### config.mk
export PLATFORM = sky130hd
export DESIGN_NAME = wave_capture_flat
export DESIGN_NICKNAME = d
export VERILOG_FILES = /design/src/rtl/wave_capture_pkg.sv /design/src/rtl/wave_capture_if.sv /design/src/rtl/wave_capture_trigger.sv /design/src/rtl/wave_capture.sv /design/src/flat_wrapper.sv
export SDC_FILE = /design/constraint.sdc
export NUM_CORES = 1
export LEC_CHECK = 0
export CAP_MARGIN = 30
export CORE_MARGIN = 2
export CORE_UTILIZATION = 46
export CTS_BUF_LIST = sky130_fd_sc_hd__clkbuf_2
export CTS_CLUSTER_SIZE = 8
export DETAILED_ROUTE_END_ITERATION = 10
export PLACE_DENSITY = 0.82
export SYNTH_ARGS = -nofsm -noshare
export SYNTH_HDL_FRONTEND = slang
export SYNTH_SLANG_ARGS = --single-unit
export TNS_END_PERCENT = 10
### constraint.sdc
create_clock -name clk -period 1.6 [get_ports clk]
set_input_delay 0.32 -clock clk [delete_from_list [all_inputs] [get_ports clk]]
set_output_delay 0.32 -clock clk [all_outputs]
set_load 0.1 [all_outputs]
### src/rtl/wave_capture_pkg.sv
`default_nettype none
// ============================================================================
// Module  : wave_pkg
// Brief   : Shared types, widths and sample conversion for wave_capture.
// Rev     : 1.0  initial release
// ============================================================================
package wave_pkg;

  localparam int SAMPLE_W = 16;
  localparam int PIXEL_W  = 8;
  localparam int ADDR_W   = 9;
  localparam int INDEX_W  = ADDR_W - 1;

  typedef enum logic [1:0] {
    ST_ARMED  = 2'b00,
    ST_ACTIVE = 2'b01,
    ST_WAIT   = 2'b10
  } state_t;

  // Two's complement to offset binary: flip the sign, keep the top magnitude bits.
  function automatic logic [PIXEL_W-1:0] to_offset_binary(input logic [SAMPLE_W-1:0] sample);
    return {~sample[SAMPLE_W-1], sample[SAMPLE_W-2 -: PIXEL_W-1]};
  endfunction

endpackage
`default_nettype wire

### src/rtl/wave_capture_if.sv
`default_nettype none
// ============================================================================
// Module  : wave_capture_if
// Brief   : Sample input / sample RAM write bundle for wave_capture.
// Rev     : 1.0  initial release
// ============================================================================
interface wave_capture_if;
  import wave_pkg::*;

  logic                new_sample_ready;
  logic [SAMPLE_W-1:0] new_sample_in;
  logic                wave_display_idle;
  logic [ADDR_W-1:0]   write_address;
  logic                write_enable;
  logic [PIXEL_W-1:0]  write_sample;
  logic                read_index;

  modport master (
    input  new_sample_ready, new_sample_in, wave_display_idle,
    output write_address, write_enable, write_sample, read_index
  );

  modport slave (
    output new_sample_ready, new_sample_in, wave_display_idle,
    input  write_address, write_enable, write_sample, read_index
  );

endinterface
`default_nettype wire

### src/rtl/wave_capture_trigger.sv
`default_nettype none
// ============================================================================
// Module  : wave_trigger
// Brief   : Positive zero-crossing detector with optional forced trigger
//           after TIMEOUT_SAMPLES armed strobes (WAVE_CAPTURE_TIMEOUT_EN).
// Rev     : 1.0  initial release
// ============================================================================
module wave_trigger #(
  parameter int TIMEOUT_SAMPLES = 1024
) (
  input  wire logic clk,
  input  wire logic reset,
  input  wire logic i_strobe,
  input  wire logic i_armed,
  input  wire logic i_track,
  input  wire logic i_clear,
  input  wire logic i_sample_neg,
  output logic      o_trigger
);

  logic r_prev_neg;
  logic w_cross;
  logic w_timeout;

  always_ff @(posedge clk) begin
    if (reset) begin
      r_prev_neg <= 1'b0;
    end else if (i_clear) begin
      r_prev_neg <= 1'b0;
    end else if (i_track) begin
      r_prev_neg <= i_sample_neg;
    end
  end

  assign w_cross = i_armed & i_strobe & r_prev_neg & ~i_sample_neg;

`ifdef WAVE_CAPTURE_TIMEOUT_EN
  localparam int CNT_W = $clog2(TIMEOUT_SAMPLES) + 1;

  logic [CNT_W-1:0] r_timeout_cnt;

  // Cleared whenever ARMED is (re)entered, so it only ever counts one armed stretch.
  always_ff @(posedge clk) begin
    if (reset) begin
      r_timeout_cnt <= '0;
    end else if (i_clear || o_trigger) begin
      r_timeout_cnt <= '0;
    end else if (i_armed && i_strobe) begin
      r_timeout_cnt <= r_timeout_cnt + 1'b1;
    end
  end

  assign w_timeout = i_armed & i_strobe & (r_timeout_cnt == CNT_W'(TIMEOUT_SAMPLES - 1));
`else
  assign w_timeout = 1'b0;
`endif

  assign o_trigger = w_cross | w_timeout;

  if (TIMEOUT_SAMPLES < 1) begin : g_bad_timeout
    $error("wave_trigger: TIMEOUT_SAMPLES must be at least 1");
  end

endmodule
`default_nettype wire

### src/rtl/wave_capture.sv
`default_nettype none
// ============================================================================
// Module  : wave_capture
// Brief   : Captures 256 samples per trigger into the hidden bank of a
//           double-buffered sample RAM. Optional timeout: WAVE_CAPTURE_TIMEOUT_EN.
// Rev     : 1.0  initial release
// ============================================================================
module wave_capture
  import wave_pkg::*;
#(
  parameter int TIMEOUT_SAMPLES = 1024
) (
  input  wire logic       clk,
  input  wire logic       reset,
  wave_capture_if.master  bus
);

  state_t               r_state;
  state_t               w_next_state;
  logic [INDEX_W-1:0]   r_count;
  logic [INDEX_W-1:0]   w_next_count;
  logic [INDEX_W-1:0]   w_wr_index;
  logic                 r_read_index;
  logic                 r_wr_en;
  logic [ADDR_W-1:0]    r_wr_addr;
  logic [PIXEL_W-1:0]   r_wr_data;
  logic                 w_trigger;
  logic                 w_write;
  logic                 w_toggle;
  logic                 w_armed;
  logic                 w_track;

  assign w_armed = (r_state == ST_ARMED);
  assign w_track = bus.new_sample_ready & (r_state != ST_WAIT);

  wave_trigger #(
    .TIMEOUT_SAMPLES (TIMEOUT_SAMPLES)
  ) u_trigger (
    .clk          (clk),
    .reset        (reset),
    .i_strobe     (bus.new_sample_ready),
    .i_armed      (w_armed),
    .i_track      (w_track),
    .i_clear      (w_toggle),
    .i_sample_neg (bus.new_sample_in[SAMPLE_W-1]),
    .o_trigger    (w_trigger)
  );

  always_ff @(posedge clk) begin
    if (reset) begin
      r_state <= ST_ARMED;
      r_count <= '0;
    end else begin
      r_state <= w_next_state;
      r_count <= w_next_count;
    end
  end

  always_comb begin
    w_next_state = r_state;
    w_next_count = r_count;
    w_wr_index   = r_count;
    w_write      = 1'b0;
    w_toggle     = 1'b0;
    case (r_state)
      ST_ARMED: begin
        if (w_trigger) begin
          w_write      = 1'b1;
          w_wr_index   = '0;
          w_next_count = INDEX_W'(1);
          w_next_state = ST_ACTIVE;
        end
      end
      ST_ACTIVE: begin
        if (bus.new_sample_ready) begin
          w_write      = 1'b1;
          w_next_count = r_count + 1'b1;
          if (r_count == '1) begin
            w_next_state = ST_WAIT;
          end
        end
      end
      ST_WAIT: begin
        // Strobes are dropped here; the bank swap waits for the display to go idle.
        if (bus.wave_display_idle) begin
          w_toggle     = 1'b1;
          w_next_state = ST_ARMED;
        end
      end
      default: begin
        w_next_state = ST_ARMED;
      end
    endcase
  end

  always_ff @(posedge clk) begin
    if (reset) begin
      r_read_index <= 1'b0;
      r_wr_en      <= 1'b0;
      r_wr_addr    <= '0;
      r_wr_data    <= '0;
    end else begin
      r_wr_en <= w_write;
      if (w_toggle) begin
        r_read_index <= ~r_read_index;
      end
      if (w_write) begin
        r_wr_addr <= {~r_read_index, w_wr_index};
        r_wr_data <= to_offset_binary(bus.new_sample_in);
      end
    end
  end

  assign bus.write_enable  = r_wr_en;
  assign bus.write_address = r_wr_addr;
  assign bus.write_sample  = r_wr_data;
  assign bus.read_index    = r_read_index;

endmodule
`default_nettype wire

### src/flat_wrapper.sv
// flat-port wrapper written by rule: the top's interface ports become plain ports
module wave_capture_flat import wave_pkg::*;
#(
  parameter int TIMEOUT_SAMPLES = 1024
)
  (clk, reset, bus_new_sample_ready, bus_new_sample_in, bus_wave_display_idle, bus_write_address, bus_write_enable, bus_write_sample, bus_read_index);
  wave_capture_if bus_i ();
  input  wire logic clk;
  input  wire logic reset;
  input wire logic [$bits(bus_i.new_sample_ready)-1:0] bus_new_sample_ready;
  input wire logic [$bits(bus_i.new_sample_in)-1:0] bus_new_sample_in;
  input wire logic [$bits(bus_i.wave_display_idle)-1:0] bus_wave_display_idle;
  output wire logic [$bits(bus_i.write_address)-1:0] bus_write_address;
  output wire logic [$bits(bus_i.write_enable)-1:0] bus_write_enable;
  output wire logic [$bits(bus_i.write_sample)-1:0] bus_write_sample;
  output wire logic [$bits(bus_i.read_index)-1:0] bus_read_index;
  assign bus_i.new_sample_ready = bus_new_sample_ready;
  assign bus_i.new_sample_in = bus_new_sample_in;
  assign bus_i.wave_display_idle = bus_wave_display_idle;
  assign bus_write_address = bus_i.write_address;
  assign bus_write_enable = bus_i.write_enable;
  assign bus_write_sample = bus_i.write_sample;
  assign bus_read_index = bus_i.read_index;
  wave_capture #(.TIMEOUT_SAMPLES(TIMEOUT_SAMPLES)) u_core (.clk(clk), .reset(reset), .bus(bus_i));
endmodule
# After elaboration in Yosys (flattened, before gate mapping)
# Index checks and enable logic that the tools add are counted.
# Widths: inputs -> output; s select.
[op_classes]
muxes = 15
n_lt_le_gt_ge = 0
bitwise_logic = 6
shifts = 0
div_mod_pow = 0
add_sub_neg = 1
n_reduce_logical = 5
n_mul = 0
eq_ne = 8
[op_table]
columns = ["cell", "count"]
rows = [
  ["$mux 8", 4],
  ["$pmux 8 s2", 1],
  ["$add 8x1->8 const B", 1],
  ["$eq 8x8->1 const B", 1],
  ["$mux 2", 4],
  ["$ne 2x2->1 const B", 3],
  ["$pmux 2 s3", 1],
  ["$and 1x1->1", 4],
  ["$mux 1", 4],
  ["$ne 2x1->1 const B", 2],
  ["$reduce_and 4->1", 1],
  ["$reduce_and 3->1", 1],
  ["$eq 2x1->1 const B", 1],
  ["$eq 2x2->1 const B", 1],
  ["$logic_not 2->1", 1],
  ["$not 1->1", 2],
  ["$pmux 1 s2", 1],
  ["$reduce_bool 2->1", 1],
  ["$reduce_or 2->1", 1],
]
[totals]
mem_bits_ro = 0
latchBits = 0
out_inout_bits = 19
mem_bits_rw = 0
inputBits = 20
regBits = 30
n_memories = 0

# Longest topological paths before layout
# Gate-level depths: netlist of run 1.
[depth]
ltp_word = 6
mapped_depth = 6
depth_no_buf = 5

# By module
# Synthesis of run 1 repeated with hierarchy kept, for this count alone.
[hier_totals]
cells_unflattened = 145
area_unflattened_um2 = 1272.5
[by_module_without_submodules]
columns = ["mod", "instances", "area_per_inst_um2", "cells_per_inst"]
rows = [
  ["wave_capture", 1, 1222.4, 141],
  ["wave_trigger", 1, 50.0, 4],
]

# Worst setup path before layout of run 1
# No wires, ideal clock.
[synth_timing]
path_type = "register to register"
from = "register u_core.r_state[1]"
to = "register u_core.r_count[7]"
period_less_slack_ns = 1.468
path_slack_ns = 0.132
setup_ns = 0.067
stages_incl_launch_ff = 5
path_buffers = 0
arrival_ns = 1.400
path_cell_list = "dfxtp_1 -> nand3b_1 -> or3_1 -> or3_1 -> a21oi_2"
[synth_between]
elab_chain_cells = 6
word_cells_on_any_way = 10
classes_between = "eq/ne (3); mux (1); bitwise (3); reduce/logical (3)"
[synth_rtl]
columns = ["item", "line", "source"]
rows = [
  ["start: declaration", "wave_capture.sv:18", "state_t r_state;"],
  ["start signal: assignment", "wave_capture.sv:54", "r_state <= w_next_state;"],
  ["$logic_not 2->1", "wave_capture.sv:33, wave_capture.sv:65", ""],
  ["$and 1x1->1 (3 in series)", "wave_capture_trigger.sv:35", "assign w_cross = i_armed & i_strobe & r_prev_neg & ~i_sample_neg;"],
  ["$ne 2x1->1 (no line)", "n/a", ""],
  ["$reduce_and 3->1 (no line)", "n/a", ""],
  ["end signal: assignment", "wave_capture.sv:55", "r_count <= w_next_count;"],
  ["end: declaration", "wave_capture.sv:20", "logic [INDEX_W-1:0] r_count;"],
]
# Parallel ways exist; a longest one is shown, timed or not.
# A chain may end at the register's enable or synchronous reset.

# Final worst setup path of run 1
# Same ends and word-level chain as after synthesis.

==> metrics.md, run 1 <==
| Metric | Value |
|---|---|
| Outcome | complete, no violations |
| Hold Fails Final Rpt | 0 |
| Count of flip-flops with a built-in enable after synthesis | 0 |
| H-Tree Level Count | 2 |
| Final clock period utilization by the worst path | 97.1% |
| Leftover overflow at the end of global routing | 0 |
| Setup Fix Bufs, Post-CTS | 0 |
| Final Skew | 0.0189 ns |
| Half-perimeter wire length of the detailed placement result | 2160 um |
| Number of DRC violations after detailed routing | 0 |
| Antenna violations before repair | 0 |
| Total number of vias | 1152 |
| Cells resized by post-CTS repair | 0 |
| Worst reg2reg path endpoint | u_core.r_count[7]$_SDFFE_PP0P_ |
| Data required time of the critical path | 1.91 ns |
| Static power due to leakage | 0.681 nW |
| Top cell types by occurrence after synthesis | sky130_fd_sc_hd__dfxtp_1 (30), sky130_fd_sc_hd__nand2_1 (24), sky130_fd_sc_hd__nor2_1 (19) |
| I/O pin cnt | 39 |
| Post-synth design cell area | 1180 um^2 |
| Utilization after layout | 75.5% |
| Number of buffers between clock root and the deepest sink | 2 |
| Cell accounting for the most synthesized area | sky130_fd_sc_hd__dfxtp_1 |
| Cell depth of the worst min-delay path | 3 |
| Routed wire length per instance | 13.7 um |
| Startpoint Class | flop |
| CP most frequent cell | sky130_fd_sc_hd__or3_1 |
| Slew Limit Fails | 0 |
| Worst path bufs/invs | 0 |
| Initial DRC Count | 25 |
| Clock-pin slew of the registers on the worst-case setup and hold paths | 0.16 ns |
| Overall track demand over capacity in global routing | 23.5% |
| Leading register cell type out of synthesis | sky130_fd_sc_hd__dfxtp_1 |
| Setup repair after global routing missed its margin | false |
| Worst reg2reg startpoint | u_core.r_state[1]$_SDFFE_PP0P_ |
| Worst r2r path cells | 4 |
| Warnings from Yosys | 0 |
| MaxCap Viol Count | 0 |
| Global-route wire length before repair | 4800 um |
| Num CTS Buffers | 5 |
| Routed WL | 2930 um |
| Slowest-stage cell, CP | sky130_fd_sc_hd__dfxtp_1 |
| Synthesized Nets | 159 |
| CTS tree | built |
| WP data arrival | 1.86 ns |
| Most area-consuming cells after synthesis | sky130_fd_sc_hd__dfxtp_1 (51%), sky130_fd_sc_hd__nand2_1 (7.6%), sky130_fd_sc_hd__nor2_1 (6.0%) |
| Effective utilization at floorplan | 48.1% |
| IO buf count | 30 |
| Worst voltage drop across the vdd grid | 0.812 mV |
| Largest incremental delay on the critical path | 0.39 ns |
| Number of global-route vias before repair | 1106 |
| Vias per cell | 5.38 |
| Worst relative slew slack | 80.1% |
| Routability congestion estimate from global placement | 0.843 |
| Cell at the root of the clock tree | sky130_fd_sc_hd__clkbuf_2 |
| Clock period minus final worst setup slack | 1.55 ns |
| Worst path top cell family by delay | simple AND/OR/NAND/NOR gates |
| Clock latency reported for the late side of the worst-skew pair | 0.38 ns |
| Core Rows | 18 |
| Clock sink count | 30 |
| Filler Cells Inserted | 167 |
| Worst hold path endpoint | u_core.bus.write_sample[5]$_SDFFE_PP0P_ |
| Top cell type's share of synthesized area | 50.9% |
| Area growth syn-to-layout | 57.1% |
| Area of the placeable core | 2450 um^2 |
| Worst Min Path Start | bus_new_sample_in[13] |
| PwrDens | 695 nW/um^2 |
| Number of different library cells in the post-synthesis netlist | 29 |
| Average cell area after synthesis | 8.55 um^2 |
| FF+latch count, synth | 30 |
| Hold/Removal Path Class | primary input to flop |
| Critical path cell sequence | nand3b_1 -> or3_1 -> or3_1 -> a21oi_2 |
| Total design power | 1.29 mW |
| Largest net degree at the start of global routing | 31 |
| N_diodes | 0 |
| Post-route worst hold slack | 0.482 ns |
| Cell with the most instances after synthesis | sky130_fd_sc_hd__dfxtp_1 |
| Share of cells above drive strength 1 | 23.4% |
| Upper clock frequency limit | 0.644 GHz |
| Number of search-and-repair iterations in the first detailed-routing pass | 4 |
| Die outline area | 2990 um^2 |
| Finish-stage setup viols | 0 |
| Async SR Flop Fraction | 0% |
| Worst setup slack for register-to-register paths | 0.05 ns |
| Summed negative setup slack over all endpoints | 0 ns |
| Antenna violation net count after detailed routing | 0 |
| Slew at the pin with the worst max-slew slack | 0.298 ns |
| # nets final | 204 |
| Endpoint class of the critical path | flop |
| Kind of critical path | flop to flop |
| Number of buffers inserted for hold repair after clock tree synthesis | 0 |
| Share of synthesized area occupied by flip-flops and latches | 50.9% |
| DIE HEIGHT | 54.6 um |
| Post-synthesis instance total | 138 |
| Die boundary width | 54.6 um |
| Highest fanout seen on the critical path | 6 |
tightest hold or removal path, cell delays in order:
cell                              delay, ns
sky130_fd_sc_hd__clkdlybuf4s50_1       0.40
sky130_fd_sc_hd__nand2_1               0.06
sky130_fd_sc_hd__a21oi_1               0.05
layout by cell type, fill, tap and decap left out, types with 5 or more instances in the layout:
master,instances
sky130_fd_sc_hd__buf_4,13
sky130_fd_sc_hd__nor2_1,19
sky130_fd_sc_hd__clkdlybuf4s50_1,11
sky130_fd_sc_hd__clkbuf_2,5
sky130_fd_sc_hd__buf_12,21
sky130_fd_sc_hd__nand2_1,24
sky130_fd_sc_hd__dfxtp_1,30
sky130_fd_sc_hd__a21oi_1,13
sky130_fd_sc_hd__a22oi_1,7
sky130_fd_sc_hd__nand3_1,7
worst max path at each step:
stage | start | end | slack [ns] | cells after the start
after CTS | u_core.r_state[1]$_SDFFE_PP0P_ | u_core.r_count[7]$_SDFFE_PP0P_ | 0.07 | 4
after global routing | u_core.r_count[3]$_SDFFE_PP0P_ | u_core.r_count[7]$_SDFFE_PP0P_ | 0.01 | 4
final | u_core.r_state[1]$_SDFFE_PP0P_ | u_core.r_count[7]$_SDFFE_PP0P_ | 0.05 | 4
after global placement | bus_new_sample_ready | u_core.r_count[7]$_SDFFE_PP0P_ | -0.28 | 5
after floorplan | u_core.r_state[1]$_SDFFE_PP0P_ | u_core.r_count[7]$_SDFFE_PP0P_ | 0.13 | 4
after detailed placement | bus_new_sample_ready | u_core.r_count[7]$_SDFFE_PP0P_ | -0.30 | 5
cell families (layout without fill, tap and decap cells):
family                   count (synthesis)  in the layout  share of synthesized area [%]
AO/OA/AOI/OAI                           34             34                           19.6
buffers and inverters                    9             55                           3.08
multiplexers                             1              1                          0.848
flip-flops                              30             30                           50.9
adder cells (fa/ha/maj)                  1              1                           1.06
AND/OR/NAND/NOR                         62             62                           23.8
XOR/XNOR                                 1              1                          0.742
per-layer routing:
metal  wire length [um]  global-route usage [%]
met5                  0                       0
met4                 64                    12.5
met3                194                    9.29
met2               1470                    35.1
met1               1200                    28.7
power by group:
| group | switching, mW | internal, mW | leakage (nW) |
|---|---|---|---|
| Combinational | 0.0949 | 0.0779 | 0.413 |
| Sequential | 0.00912 | 0.757 | 0.242 |
| Clock | 0.255 | 0.0929 | 0.0255 |
registers in the layout (all words and copies together) (netlist names):
name and cells:
u_core.r_count 8, u_core.bus.write_sample 8, u_core.bus.write_enable 1, u_core.bus.read_index 1
u_core.u_trigger.r_prev_neg 1, u_core.r_state 2, u_core.bus.write_address 9
stage by stage:
stage | worst slack (ns) | area (um^2) | instances
6_report | 0.0469 | 1850 | 214
2_1_floorplan | 0.132 | 1180 | 138
5_1_grt | 0.0117 | 1850 | 214
3_3_place_gp | -0.279 | 1820 | 206
3_5_place_dp | -0.301 | 1820 | 206
4_1_cts | 0.0669 | 1850 | 214
area by class of cell:
| class | instances | area (um^2) | area share [%] |
|---|---|---|---|
| timing repair buffer | 45 | 628 | 33.9 |
| sequential | 30 | 601 | 32.4 |
| multi-input combinational | 99 | 543 | 29.3 |
| clock inverter | 3 | 11.3 | 0.608 |
| inverter | 2 | 7.51 | 0.405 |
| tap | 30 | 37.5 | 2.03 |
| clock buffer | 5 | 25.0 | 1.35 |
No activity file was read; power rests on OpenSTA's default activity.
==> run 2, diff against run 1 <==
--- a/config.mk
+++ b/config.mk
@@ -12,6 +12,7 @@
 export CTS_CLUSTER_SIZE = 8
 export DETAILED_ROUTE_END_ITERATION = 10
 export PLACE_DENSITY = 0.82
+export SKIP_LAST_GASP = 1
 export SYNTH_ARGS = -nofsm -noshare
 export SYNTH_HDL_FRONTEND = slang
 export SYNTH_SLANG_ARGS = --single-unit
==> results of run 2 <==
Same layout as run 1: the final DEF is identical, and so are final timing and power.
==> run 3, diff against run 2 <==
--- a/config.mk
+++ b/config.mk
@@ -6,7 +6,6 @@
 export NUM_CORES = 1
 export LEC_CHECK = 0
 export CAP_MARGIN = 30
-export CORE_MARGIN = 2
 export CORE_UTILIZATION = 46
 export CTS_BUF_LIST = sky130_fd_sc_hd__clkbuf_2
 export CTS_CLUSTER_SIZE = 8
==> metrics.md, run 3 (synthesis results as in run 1) <==
| Metric | Value |
|---|---|
| Leftover overflow at the end of global routing | 0 |
| Clock sink count | 30 |
| Effective utilization at floorplan | 50.9% |
| Hold/Removal Path Class | flop to flop |
| Worst r2r path cells | 4 |
| Summed negative setup slack over all endpoints | 0 ns |
| Clock latency reported for the late side of the worst-skew pair | 0.35 ns |
| Total number of vias | 1155 |
| Worst voltage drop across the vdd grid | 0.670 mV |
| PwrDens | 706 nW/um^2 |
| Largest net degree at the start of global routing | 31 |
| Setup repair after global routing missed its margin | false |
| Routed wire length per instance | 13.9 um |
| Num CTS Buffers | 5 |
| Number of search-and-repair iterations in the first detailed-routing pass | 4 |
| Routed WL | 2910 um |
| H-Tree Level Count | 2 |
| Number of DRC violations after detailed routing | 0 |
| Worst relative slew slack | 79.4% |
| Commonest non-fill, non-tap cells in the layout | sky130_fd_sc_hd__dfxtp_1 (30), sky130_fd_sc_hd__nand2_1 (24), sky130_fd_sc_hd__buf_12 (21) |
| Endpoint class of the critical path | flop |
| Number of buffers between clock root and the deepest sink | 2 |
| Clock-pin slew of the registers on the worst-case setup and hold paths | 0.14 ns |
| Final clock period utilization by the worst path | 97.1% |
| CTS tree | built |
| WP data arrival | 1.82 ns |
| Startpoint Class | primary input |
| Cells resized by post-CTS repair | 0 |
| Finish-stage setup viols | 0 |
| Share of cells above drive strength 1 | 23.8% |
| # nets final | 202 |
| Kind of critical path | primary input to flop |
| MaxCap Viol Count | 0 |
| Final Skew | 0.0104 ns |
| Outcome | complete, no violations |
| Post-route worst hold slack | 0.483 ns |
| Antenna violations before repair | 0 |
| Die boundary width | 52.6 um |
| Vias per cell | 5.53 |
| Slew Limit Fails | 0 |
| Post-route setup slack | 0.0463 ns |
| Number of global-route vias before repair | 992 |
| Area of the placeable core | 2320 um^2 |
| Static power due to leakage | 0.674 nW |
| Cell at the root of the clock tree | sky130_fd_sc_hd__clkbuf_2 |
| Commonest non-fill, non-tap cell in the layout | sky130_fd_sc_hd__dfxtp_1 |
| Cell depth of the worst min-delay path | 2 |
| Data required time of the critical path | 1.86 ns |
| Half-perimeter wire length of the detailed placement result | 2120 um |
| Routability congestion estimate from global placement | 0.845 |
| Overall track demand over capacity in global routing | 22.9% |
| N_diodes | 0 |
| Global-route wire length before repair | 4460 um |
| Highest fanout seen on the critical path | 4 |
| Worst-case setup slack after placement | -0.312 ns |
| Antenna violation net count after detailed routing | 0 |
| IO buf count | 30 |
| Core Rows | 17 |
| Number of buffers inserted for hold repair after clock tree synthesis | 0 |
| Setup Fix Bufs, Post-CTS | 0 |
| Upper clock frequency limit | 0.644 GHz |
| Initial DRC Count | 35 |
| I/O pin cnt | 39 |
| Die outline area | 2770 um^2 |
| Area growth syn-to-layout | 55.5% |
| Largest register FFs | 9 |
| Clock period minus final worst setup slack | 1.55 ns |
| Slew at the pin with the worst max-slew slack | 0.308 ns |
| Hold Fails Final Rpt | 0 |
| DIE HEIGHT | 52.6 um |
## run 3: per-stage QoR
stage | power, mW | std cells | utilization (%) | cell area, um^2
after floorplan | 0.866 | 138 | - | 1180
after CTS | 1.30 | 209 | 79.1 | 1830
after global routing | 1.34 | 209 | 79.1 | 1830
final | 1.30 | 209 | 79.1 | 1830
after global placement | 0.952 | 202 | 77.6 | 1800
after detailed placement | 0.956 | 202 | 77.6 | 1800
## run 3: cell type report
cell class,count,area [um^2]
Sequential cell,30,601
Timing Repair Buffer,43,613
Inverter,2,7.51
Clock buffer,7,35.0
Fill cell,153,484
Tap cell,28,35.0
Multi-Input combinational cell,99,543
## run 3: worst max-delay path: stages
cell and delay (ns):
sky130_fd_sc_hd__clkdlybuf4s50_1 0.51, sky130_fd_sc_hd__or2b_2 0.33, sky130_fd_sc_hd__or3_1 0.44, sky130_fd_sc_hd__o211ai_1 0.14
sky130_fd_sc_hd__a21oi_2 0.07
## run 3: final timing paths
check                                           start  slack (ns)                                       end
max                              bus_new_sample_ready        0.05            u_core.r_count[7]$_SDFFE_PP0P_
min          u_core.u_trigger.r_prev_neg$_SDFFE_PP0P_        0.48  u_core.u_trigger.r_prev_neg$_SDFFE_PP0P_
max reg2reg            u_core.r_count[1]$_SDFFE_PP0P_        0.06            u_core.r_count[7]$_SDFFE_PP0P_
min reg2reg  u_core.u_trigger.r_prev_neg$_SDFFE_PP0P_        0.48  u_core.u_trigger.r_prev_neg$_SDFFE_PP0P_
## run 3: routing by layer
| layer | wire (um) | GRT usage [%] | part of all wire, % |
|---|---|---|---|
| met1 | 1280 | 27.0 | 44 |
| met2 | 1450 | 36.7 | 50 |
| met3 | 133 | 8.12 | 4.6 |
| met4 | 46 | 10.5 | 1.6 |
| met5 | 0 | 0 | 0 |
## run 3: power breakdown
part           total [mW]  switching, mW  leakage, nW  internal (mW)
registers           0.766        0.00869        0.242          0.757
logic               0.174         0.0971        0.403         0.0770
clock network       0.356          0.242       0.0291          0.114
total                1.30          0.348        0.674          0.948
==> RTL edit (config.mk and constraints of run 2) <==
The package constant `PIXEL_W` goes from 8 to 6.
--- a/src/rtl/wave_capture_pkg.sv
+++ b/src/rtl/wave_capture_pkg.sv
@@ -8,5 +8,5 @@
 
   localparam int SAMPLE_W = 16;
-  localparam int PIXEL_W  = 8;
+  localparam int PIXEL_W  = 6;
   localparam int ADDR_W   = 9;
   localparam int INDEX_W  = ADDR_W - 1;
Ports: changed (resized bus_write_sample); port bits go from 39 to 37. No check against the original RTL was run, so the function may have changed too.
==> RTL edit against run 2 <==
  * Synthesized area fell by 3.6%
  * Clock skew fell by 0.0045 ns
  * Design area fell by 8.4%
  * Wire length fell by 22%
  * Fmax rose by 12%
  * Core utilization fell by 5.0 points
  * Sequential cell count fell by 2
  * Hold slack got worse by 0.010 ns
  * Power fell by 13%
  * Setup slack improved by 0.16 ns
  * Non-clock buffer count fell by 6
  * Sequential share of layout area rose by 0.60 points
  * Via count fell by 14%
==> RTL edit: results <==
metrics = {
    "grt": {
        "track_usage": 0.169,
        "grt_pass1_wl_um": 3620,
        "grt_pass1_vias": 844,
        "grt_max_degree": 29,
    },
    "clocking": {
        "clk_latency_ns": 0.36,
        "ctsResizeCount": 0,
        "ctsHtreeMaxLevel": 1,
        "clk_pin_slew_ns": 0.25,
        "cts_inserted_buffers": 3,
    },
    "drt": {
        "dr_total_vias": 989,
        "wirelength_um": 2290,
        "drtIter0Drc": 19,
    },
    "synth": {
        "yosysUniqueCellTypes": 33,
        "syn_avg_cell_area_um2": 9.10,
        "seq_area_frac_synth": 0.493,
        "synth.top_cells.by_count": "28 x dfxtp_1, 16 x nor2_1, 13 x nand2_1, 9 x a22oi_1, 8 x a21oi_1",
        "synth-seq-cells": 28,
        "synthTopCellsByArea": "dfxtp_1 49%, a22oi_1 5.9%, nor2_1 5.3%",
        "synth_nets": 146,
    },
    "power": {
        "ir_drop_mv": 0.467,
        "p_leak_uw": 0.000635,
    },
    "placed_design": {
        "place_congestion": 0.860,
        "place.port_buffers": 26,
        "dp_hpwl_um": 1740,
    },
    "finish": {
        "layout-drive-gt1-share": 0.238,
        "stdcell_count": 190,
        "fin_nets": 182,
    },
    "sta": {
        "tightest_slew_ns": 0.412,
        "clock_skew_ns": 0.0144,
    },
    "critical_path": {
        "slowest_delay_ns": 0.43,
        "crit_arrival_ns": 1.70,
        "cp_max_fo": 5,
        "worst_path_max_delay_cell": "clkdlybuf4s50_1",
    },
    "run_status": {
        "status": "finished clean",
    },
}
## RTL edit: cell count changes in the layout (fill, tap and decap cells not counted), moves of 3 or more
cell	delta
nor2_1	-3
buf_12	-3
or3_1	-3
nand3_1	-3
a21oi_1	-5
xor2_1	+4
nor3_1	+3
nand2_1	-11
## RTL edit: through the flow
step	utilization	instance area, um2	setup WS (ns)
2_1_floorplan	-	1140	0.276
3_3_place_gp	0.697	1680	-0.119
3_5_place_dp	0.697	1680	-0.156
4_1_cts	0.705	1700	0.224
5_1_grt	0.705	1700	0.0891
6_report	0.705	1700	0.212
## RTL edit: critical path: cells and delay by family
family                 cells  cell delay, ns
and+or+nand+nor            3            0.68
buffers and inverters      2            0.63
AOI/OAI and AO/OA          1            0.06
## RTL edit: power breakdown
group          leakage (uW)  total, uW  internal, uW  switching (uW)
clock network     0.0000140        251          54.3             197
logic              0.000395        150          68.4            81.2
registers          0.000226        718           708            9.79
## RTL edit: path summary, 6_finish.rpt
kind / cells past startpoint / slack (ns) / end / from
setup reg to reg: 5 / 0.23 / u_core.r_state[0]$_SDFFE_PP0P_ / u_core.u_trigger.r_prev_neg$_SDFFE_PP0P_
hold / removal: 3 / 0.47 / u_core.bus.write_sample[0]$_SDFFE_PP0P_ / bus_new_sample_in[10]
hold reg to reg: 2 / 0.49 / u_core.u_trigger.r_prev_neg$_SDFFE_PP0P_ / u_core.u_trigger.r_prev_neg$_SDFFE_PP0P_
setup / recovery: 6 / 0.21 / u_core.r_state[0]$_SDFFE_PP0P_ / bus_new_sample_in[15]
## RTL edit: per-layer routing
metal	vias to the layer above	track usage	wire length, um
met3	2	0.0250	102
met2	25	0.287	1180
met5	-	0	0
met1	450	0.221	1000
met4	0	0.0513	6
li1	512	-	-
## RTL edit: layout make-up
| cell class | count | area [um2] |
|---|---|---|
| clock buffers | 3 | 15.0 |
| clock inverters | 1 | 3.75 |
| fillers | 181 | 712 |
| inverters | 1 | 3.75 |
| multi-input cells | 88 | 537 |
| flip-flops and latches | 28 | 561 |
| well taps | 30 | 37.5 |
| repair buffers | 39 | 541 |
## RTL edit: cells by family (layout without fill, tap and decap cells)
kind of cell / after synthesis / in the layout / synth area share
and+or+nand+nor: 52 / 52 / 0.238
AOI/OAI and AO/OA: 30 / 30 / 0.185
DFF: 28 / 28 / 0.493
buffers and inverters: 9 / 44 / 0.0352
xor gates and xnor gates: 5 / 5 / 0.0385
adders and majority gates: 1 / 1 / 0.0110
